[src/rtl/wd_bus_master.sv]
// wd_bus_master: issues unlock-key + address/data writes to the watchdog ABUS/DBUS
// from host commands and a periodic auto-service timer, halting while WDFAIL is high.
module wd_bus_master #(
  parameter logic [15:0] KEY       = 16'hA5C3,
  parameter logic [15:0] IDLE_WORD = 16'h0000,
  parameter logic [15:0] SRV_WORD  = 16'h0001,
  parameter int unsigned GAP_CYC   = 1,
  parameter int unsigned PW        = 16
) (
  input  logic          clk,
  input  logic          rst_n,
  input  logic          cmd_valid,
  output logic          cmd_ready,
  input  logic [1:0]    cmd_addr,
  input  logic [15:0]   cmd_data,
  input  logic          auto_en,
  input  logic [PW-1:0] srv_period,
  input  logic          wdfail,
  output logic [1:0]    abus,
  output logic [15:0]   dbus,
  output logic          busy,
  output logic          done,
  output logic          err,
  output logic          fail_seen
);
  typedef enum logic [1:0] {S_IDLE, S_KEY, S_WRITE, S_GAP} state_t;
  state_t        state, state_nx;
  logic [1:0]    addr_q;
  logic [15:0]   data_q;
  logic          svc_q;
  logic [3:0]    gap_q;
  logic [PW-1:0] cnt, cnt_nx;
  logic          pend, pend_nx;
  logic          hs, take_cmd, take_svc, reject, run_off, svc_done, hit;
  always_comb begin
    hs       = cmd_valid & cmd_ready & (state == S_IDLE);
    take_cmd = hs & ~wdfail & (cmd_data != KEY);
    reject   = hs & ~wdfail & (cmd_data == KEY);
    // a host handshake already in flight beats a pending service request
    take_svc = (state == S_IDLE) & pend & ~wdfail & ~hs;
    run_off  = ~auto_en | (srv_period == '0) | wdfail;
    svc_done = (state == S_WRITE) & svc_q;
    hit      = cnt >= srv_period - PW'(1);
    cnt_nx   = (run_off | svc_done) ? '0 : (pend | hit) ? cnt : cnt + PW'(1);
    pend_nx  = (run_off | svc_done) ? 1'b0 : pend | hit;
    state_nx = wdfail ? S_IDLE :
               state == S_IDLE  ? ((take_cmd | take_svc) ? S_KEY : S_IDLE) :
               state == S_KEY   ? S_WRITE :
               state == S_WRITE ? S_GAP :
               (gap_q == 4'd0 ? S_IDLE : S_GAP);
  end
  always_ff @(posedge clk or negedge rst_n) begin
    if (!rst_n) begin
      state     <= S_IDLE;
      addr_q    <= 2'b00;
      data_q    <= IDLE_WORD;
      svc_q     <= 1'b0;
      gap_q     <= 4'd0;
      cnt       <= '0;
      pend      <= 1'b0;
      cmd_ready <= 1'b0;
      abus      <= 2'b00;
      dbus      <= IDLE_WORD;
      busy      <= 1'b0;
      done      <= 1'b0;
      err       <= 1'b0;
      fail_seen <= 1'b0;
    end else begin
      state     <= state_nx;
      cnt       <= cnt_nx;
      pend      <= pend_nx;
      fail_seen <= fail_seen | wdfail;
      if (take_cmd) begin
        addr_q <= cmd_addr;
        data_q <= cmd_data;
        svc_q  <= 1'b0;
      end else if (take_svc) begin
        addr_q <= 2'b01;
        data_q <= SRV_WORD;
        svc_q  <= 1'b1;
      end
      gap_q     <= state == S_WRITE ? 4'(GAP_CYC - 1) : gap_q - {3'b000, state == S_GAP};
      abus      <= state_nx == S_WRITE ? addr_q : 2'b00;
      dbus      <= state_nx == S_KEY ? KEY : state_nx == S_WRITE ? data_q : IDLE_WORD;
      busy      <= state_nx != S_IDLE;
      done      <= (state == S_WRITE) & (state_nx == S_GAP);
      err       <= reject;
      cmd_ready <= (state_nx == S_IDLE) & ~wdfail & ~pend_nx;
    end
  end
endmodule

[config.mk]
export PLATFORM = sky130hd
export DESIGN_NAME = wd_bus_master
export DESIGN_NICKNAME = d
export VERILOG_FILES = /design/src/rtl/wd_bus_master.sv
export SDC_FILE = /design/constraint.sdc
export NUM_CORES = 1
export LEC_CHECK = 0
export BUFFER_PORTS_ARGS = -buffer_cell sky130_fd_sc_hd__buf_2
export CAP_MARGIN = 20
export CORE_MARGIN = 8
export CORE_UTILIZATION = 50
export DETAILED_ROUTE_END_ITERATION = 10
export HOLD_SLACK_MARGIN = 0.08
export MAX_ROUTING_LAYER = met4
export PLACE_DENSITY = 0.77
export SETUP_SLACK_MARGIN = 0.1
export SYNTH_ARGS = -nofsm -noshare
export SYNTH_HDL_FRONTEND = slang
export SYNTH_SLANG_ARGS = --single-unit
[constraint.sdc]
create_clock -name clk -period 2.8 [get_ports clk]
set_clock_uncertainty 0.15 [all_clocks]
set_input_delay 0.7 -clock clk [delete_from_list [all_inputs] [get_ports clk]]
set_output_delay 0.7 -clock clk [all_outputs]
set_load 0.005 [all_outputs]
==> results of run 1 <==
[repair_timing]
| item | 4_1_cts | 5_1_grt |
|---|---|---|
| buffers inserted | 20 | 2 |
| gates resized for setup | 28 | 23 |
| gates cloned | 2 | 0 |
| pin swaps | 13 | 10 |
| endpoints found under the setup margin | 18 | 18 |
[Yosys cell counts, types with 2 or more instances]
cell type  number  area share, %
dfrtp_1        65             48
nand2b_1        2           0.37
nor3_1          8            1.2
nor4bb_1        2           0.59
inv_1          30            3.3
a21o_1         12            2.7
nor2_1         21            2.3
clkbuf_1       10            1.1
a31oi_1         3           0.55
a21o_2          2           0.52
nand3_1        30            4.4
o21ai_0        25            3.7
a2111oi_4       2            1.6
and3_1          3           0.55
and2_1         13            2.4
and4_2          2           0.59
ha_1           20            7.4
nand2_1        20            2.2
xor2_1          7            1.8
a21oi_1        19            2.8
nor4_1          3           0.55
nor2b_1         4           0.74
xnor2_1         8            2.1
nand4_1         3           0.55
or3_1           8            1.5
a211o_1         2           0.52
[sequential cells by signal, summed over array words and instances (netlist names), 2 cells and up]
signal and flops:
addr_q 2, gap_q 4, data_q 16, dbus 16, cnt 16, abus 2, state 2
[layer usage]
metal | global-route usage, % | part of all wire [%] | up-vias
met2 | 30.8 | 51 | 86
met4 | 7.91 | 2.2 | 0
li1 | - | - | 1422
met5 | - | 0 | -
met3 | 4.48 | 6.0 | 20
met1 | 22.2 | 41 | 1444
[worst min-delay path by stage]
| stage | startpoint | endpoint | slack (ns) |
|---|---|---|---|
| 6_report | fail_seen | fail_seen | 0.31 |
| 5_1_grt | fail_seen | fail_seen | 0.34 |
| 4_1_cts | fail_seen | fail_seen | 0.32 |
| 3_5_place_dp | fail_seen | fail_seen | 0.30 |
| 3_3_place_gp | fail_seen | fail_seen | 0.30 |
| 2_1_floorplan | rst_n | abus[0] | 0.25 |
[area by class of cell]
type	instances	area share, %
Inverter	30	2.79
Clock buffer	11	3.31
Tap cell	80	2.19
Sequential cell	65	35.6
Clock inverter	4	0.629
Multi-Input combinational cell	243	40.8
Timing Repair Buffer	103	14.7
[critical path: stages]
cell and delay, ns:
buf_12 0.11, inv_12 0.04, ha_4 0.12, or3b_4 0.39
nor4_4 0.20, buf_4 0.19, nand3b_1 0.09, xor2_1 0.15
ha_1 0.31, and4_4 0.24, o211ai_1 0.12, a21boi_2 0.13
a2111oi_4 0.35, or4b_4 0.50, a21oi_2 0.15
[logic make-up (layout without fill, tap and decap cells)]
logic type                 count (synthesis)  after routing  share of synthesized area [%]
DFF                                       65             65                           48.0
AOI/OAI and AO/OA                         74             76                           14.7
adders and majority gates                 20             20                           7.38
xor gates and xnor gates                  15             15                           3.88
and+or+nand+nor                          132            132                           21.6
buffers and inverters                     41            148                           4.54
[power by group]
group	leakage [nW]	switching (W)	internal [W]
sequential	0.865	0.0000563	0.00104
combinational	1.34	0.000164	0.000152
clock	0.0874	0.000356	0.000364
total	2.29	0.000577	0.00156
[cells in the final DEF (no fill, tap or decap), types with 11 or more instances in the layout]
master    Yosys  routed
buf_4         0      36
a21o_1       12      12
dfrtp_1      65      65
and2_1       13      13
inv_1        30      28
o21ai_0      25      24
a21oi_2       0      13
nor2_1       21      19
nand3_1      30      29
ha_1         20      19
clkbuf_8      0      11
buf_2         0      59
nand2_1      20      16
[metrics by stage]
stage          worst slack (ns)  util [%]  hold WS, ns  TNS (ns)  instance area, sq um
4_1_cts                  -0.775      66.8        0.319    -11.45                  4470
5_1_grt                  -0.990      68.5        0.344    -15.50                  4570
3_5_place_dp              -1.36      60.8        0.303    -21.97                  4060
2_1_floorplan            -0.938         -        0.254    -14.81                  3480
3_3_place_gp              -1.23      60.8        0.299    -19.97                  4060
6_report                 -0.865      68.5        0.309    -13.29                  4570
==> impl_metrics.env, run 1 <==
export IMPL_slew_headroom_pct=46.6
export IMPL_placed_cells=507
export IMPL_syn_instance_count=347
export IMPL_p_leak_nw=2.29
export IMPL_critPathCaptureType="flip-flop"
export IMPL_postCtsHoldBufs=0
export IMPL_nNetsFinal=511
export IMPL_async_flop_share_pct=100
export IMPL_synth_edf_count=0
export IMPL_dr_pass1_iters=4
export IMPL_cts_root_buf="clkbuf_8"
export IMPL_synthesis_nets=406
export IMPL_grt_usage_pct=19.0
export IMPL_r2r_slack_ns=0.10
export IMPL_clock_path_buffers=2
export IMPL_p_total_w=0.00214
export IMPL_r2r_start="cnt[0]"
export IMPL_worstPathArrival_ns=3.79
export IMPL_hp_class="reg -> reg"
export IMPL_period_share_pct=131
export IMPL_numCtsBuffers=9
export IMPL_die_h_um=98.3
export IMPL_synth_area_per_cell_sq_um=9.77
export IMPL_die_width_um=98.3
export IMPL_reg2reg_depth=9
export IMPL_whs_path_depth=1
export IMPL_wl_per_cell_um=16.2
export IMPL_rsz0062_at_grt="true"
export IMPL_synth_main_ff_cell="dfrtp_1"
export IMPL_vdd_ir_drop_worst_mv=0.451
export IMPL_period_minus_slack_ns=3.66
export IMPL_drtAntennaViolNets=0
export IMPL_grt_max_degree=66
export IMPL_multi_input_area_sq_um=1870
export IMPL_critPathKind="in -> reg"
export IMPL_vias=2972
export IMPL_layout_cells_non_filler=536
export IMPL_drc=0
export IMPL_worstSetupEndpoint="cnt[9]"
export IMPL_n_fill_cell=544
export IMPL_syn2layout_area_growth_pct=35.0
export IMPL_drv_slew=0
export IMPL_core_area_sq_um=6680
export IMPL_synth_cell_types=49
export IMPL_synth_area_sq_um=3390
export IMPL_required_ns=2.92
export IMPL_clock_latency_ns=0.34
export IMPL_rr_endpoint="cnt[7]"
export IMPL_ios=62
export IMPL_final_seq_area_sq_um=1630
export IMPL_finalSetupViolCount=18
export IMPL_grt_pass1_vias=3080
export IMPL_startpoint_type="primary input"
export IMPL_diodes=0
export IMPL_avgViaCountPerCell=5.54
export IMPL_hold_viol_final=0
export IMPL_ys_ff_latch=65
export IMPL_die_area_sq_um=9670
export IMPL_fmax_mhz=273
export IMPL_cap_violations=0
export IMPL_power_density_nw_per_um2=467
export IMPL_gp_congestion=0.850
export IMPL_worstPathMaxFanout=4
export IMPL_crit_start="srv_period[0]"
export IMPL_overflow=0
export IMPL_fin_ws_ns=-0.865
export IMPL_clk_pin_slew_ns=0.07
export IMPL_worstMarginPinSlew_ns=0.802
export IMPL_port_buffers=61
export IMPL_row_count=30
export IMPL_grt_pass1_wl_mm=14.6
export IMPL_drtIter0Drc=194
export IMPL_yosysSeqAreaShare_pct=48.0
export IMPL_clock_sinks=65
export IMPL_grt_antenna_before_repair=0
export IMPL_violations="negative setup slack"
export IMPL_start_util_pct=50.7
export IMPL_htree_levels=3
export IMPL_yosys_warnings=0
export IMPL_drive_above_1_share_pct=37.7
export IMPL_wirelength_mm=8.67
export IMPL_outcome="complete, but fails checks"
export IMPL_hpwl_mm=5.80
export IMPL_cts_tree="done"
No activity file was read; power rests on OpenSTA's default activity.
==> run 2: changes to the inputs <==
--- a/config.mk
+++ b/config.mk
@@ -5,10 +5,11 @@
 export SDC_FILE = /design/constraint.sdc
 export NUM_CORES = 1
 export LEC_CHECK = 0
+export ABC_AREA = 1
 export BUFFER_PORTS_ARGS = -buffer_cell sky130_fd_sc_hd__buf_2
 export CAP_MARGIN = 20
 export CORE_MARGIN = 8
-export CORE_UTILIZATION = 50
+export CORE_UTILIZATION = 51
 export DETAILED_ROUTE_END_ITERATION = 10
 export HOLD_SLACK_MARGIN = 0.08
 export MAX_ROUTING_LAYER = met4
==> run 2 against run 1 <==
Against the previous run: the run now ends clean; setup slack better by 0.91 ns; clock power grew 25%; final area increased by 5.7%; sequential share of layout area down 1.9 points; synthesized area up 8.7%; sequential power is 10% higher; die area rose by 5.5%; critical path depth rose by 1; register-to-register slack improved by 0.68 ns; critical path type unchanged; critical endpoint is now cnt[10].
==> impl_metrics.env, run 2 <==
export IMPL_final_common_cell="nand2_1"
export IMPL_cts_root_buf="clkbuf_8"
export IMPL_syn_instance_count=460
export IMPL_final_seq_area_sq_um=1630
export IMPL_ys_ff_latch=65
export IMPL_worstMarginPinSlew_ns=0.660
export IMPL_multi_input_area_sq_um=1940
export IMPL_synthesis_nets=519
export IMPL_r2r_start="cnt[3]"
export IMPL_hp_class="in -> async"
export IMPL_avgViaCountPerCell=5.12
export IMPL_numCtsBuffers=9
export IMPL_period_minus_slack_ns=2.76
export IMPL_required_ns=2.93
export IMPL_synth_main_ff_cell="dfrtp_1"
export IMPL_startpoint_type="primary input"
export IMPL_r2r_slack_ns=0.78
export IMPL_reg_top3="cnt (16), data_q (16), dbus (16)"
export IMPL_synth_edf_count=0
export IMPL_reg2reg_depth=10
export IMPL_synth_area_sq_um=3680
export IMPL_grt_max_degree=26
export IMPL_row_count=31
export IMPL_layout_common_cells="83 x nand2_1, 65 x dfrtp_1, 62 x inv_1"
export IMPL_overflow=0
export IMPL_htree_levels=3
export IMPL_finalSetupViolCount=0
export IMPL_drtIter0Drc=299
export IMPL_start_util_pct=51.6
export IMPL_grt_pass1_wl_mm=15.3
export IMPL_fmax_mhz=363
export IMPL_grt_usage_pct=19.4
export IMPL_clk_pin_slew_ns=0.07
export IMPL_critPathKind="in -> reg"
export IMPL_ios=62
export IMPL_place_area_sq_um=4370
export IMPL_outcome="completed"
export IMPL_vdd_ir_drop_worst_mv=0.335
export IMPL_rr_endpoint="cnt[7]"
export IMPL_core_area_sq_um=7140
export IMPL_die_h_um=101
export IMPL_synthTopCellsByCount="93 x nand2_1, 65 x dfrtp_1, 63 x inv_1, 58 x nor2_1, 43 x nand3_1"
export IMPL_synth_top_area_share_pct=44.1
export IMPL_synth_area_per_cell_sq_um=8.01
export IMPL_vias=3429
export IMPL_port_buffers=61
export IMPL_pre_cts_slack_ns=-0.378
export IMPL_drtAntennaViolNets=0
export IMPL_fin_util_pct=67.8
export IMPL_power_density_nw_per_um2=558
export IMPL_synth_area_top_cells="dfrtp_1 44%, nand2_1 9.5%, ha_1 6.8%"
export IMPL_slew_headroom_pct=55.9
export IMPL_wirelength_mm=9.39
export IMPL_hold_viol_final=0
export IMPL_period_share_pct=98.5
export IMPL_post_route_cell_area_sq_um=4840
export IMPL_nNetsFinal=625
export IMPL_rsz0062_at_grt="true"
export IMPL_yosysMostFrequentCell="nand2_1"
export IMPL_synth_cell_types=30
export IMPL_yosysSeqAreaShare_pct=44.1
export IMPL_drc=0
export IMPL_crit_start="srv_period[1]"
export IMPL_diodes=0
export IMPL_gp_congestion=0.862
export IMPL_clock_sinks=65
export IMPL_die_width_um=101
export IMPL_die_area_sq_um=10200
export IMPL_n_fill_cell=575
export IMPL_grt_antenna_before_repair=0
export IMPL_async_flop_share_pct=100
export IMPL_cap_violations=0
export IMPL_syn2layout_area_growth_pct=31.2
export IMPL_grt_pass1_vias=3390
export IMPL_cts_tree="done"
export IMPL_fin_ws_ns=0.0426
export IMPL_synth_top_area_cell="dfrtp_1"
export IMPL_clock_latency_ns=0.35
export IMPL_worstPathArrival_ns=2.89
export IMPL_clock_path_buffers=2
export IMPL_critPathCaptureType="flip-flop"
export IMPL_worstSetupEndpoint="cnt[10]"
export IMPL_wl_per_cell_um=14.0
export IMPL_yosys_warnings=0
export IMPL_worstPathMaxFanout=10
export IMPL_hpwl_mm=6.81
export IMPL_drive_above_1_share_pct=28.4
export IMPL_dr_pass1_iters=5
export IMPL_p_total_w=0.00270
export IMPL_drv_slew=0
export IMPL_p_leak_nw=2.61
## run 2: power breakdown
| part | switching (W) | internal, W | leakage (nW) | total (W) |
|---|---|---|---|---|
| clock | 0.000376 | 0.000528 | 0.116 | 0.000904 |
| sequential | 0.0000708 | 0.00114 | 0.862 | 0.00121 |
| combinational | 0.000352 | 0.000232 | 1.63 | 0.000584 |
| total | 0.000799 | 0.00190 | 2.61 | 0.00270 |
## run 2: worst min path at each step
| stage | to | slack [ns] |
|---|---|---|
| after floorplan | abus[0] | 0.25 |
| after global placement | fail_seen | 0.29 |
| after detailed placement | fail_seen | 0.31 |
| after CTS | gap_q[1] | 0.20 |
| after global routing | cnt[14] | 0.23 |
| final | gap_q[1] | 0.19 |
## run 2: timing repair
item	in CTS	in global routing
hold buffers	0	0
setup buffers	3	3
pin swaps	13	28
hold endpoints to repair	0	0
cloned	3	0
gates resized for setup	14	24
setup endpoints to repair	17	18
## run 2: kinds of logic after synthesis
| family | synth area share, % |
|---|---|
| adder cells (fa/ha/maj) | 6.79 |
| AND/OR/NAND/NOR | 28.1 |
| XOR/XNOR | 5.23 |
| buffers and inverters | 8.62 |
| AO/OA/AOI/OAI | 7.13 |
| flip-flops | 44.1 |
## run 2: final cells by class
cell class	instances	share of cell area [%]
multi-input combinational	322	40.1
clock buffer	10	2.85
inverter	65	5.05
sequential	65	33.6
tap	99	2.56
timing repair buffer	103	14.0
clock inverter	6	1.89
## run 2: per-stage QoR
step / cells / hold WS, ns / TNS, ns
floorplan: 460 / 0.254 / 0
global placement: 645 / 0.295 / -3.36
detailed placement: 645 / 0.305 / -5.42
CTS: 667 / 0.205 / 0
global route: 670 / 0.234 / -1.77
finish: 670 / 0.187 / 0
## run 2: per-layer routing
metal	vias to the layer above	share of wire, %	track usage, %
met4	0	2.1	8.36
li1	1703	-	-
met3	23	3.9	3.25
met1	1610	43	22.9
met5	-	0	-
met2	93	51	32.1
## run 2: worst max-delay path: stages
cell	delay [ns]
buf_6	0.10
inv_1	0.08
ha_4	0.15
nand2_4	0.07
nor3_2	0.30
a21oi_1	0.12
a21oi_1	0.15
ha_1	0.28
nand2_4	0.10
buf_4	0.12
nor2_4	0.03
a21oi_2	0.15
buf_6	0.19
buf_8	0.15
nand4_1	0.10
nand2_1	0.08
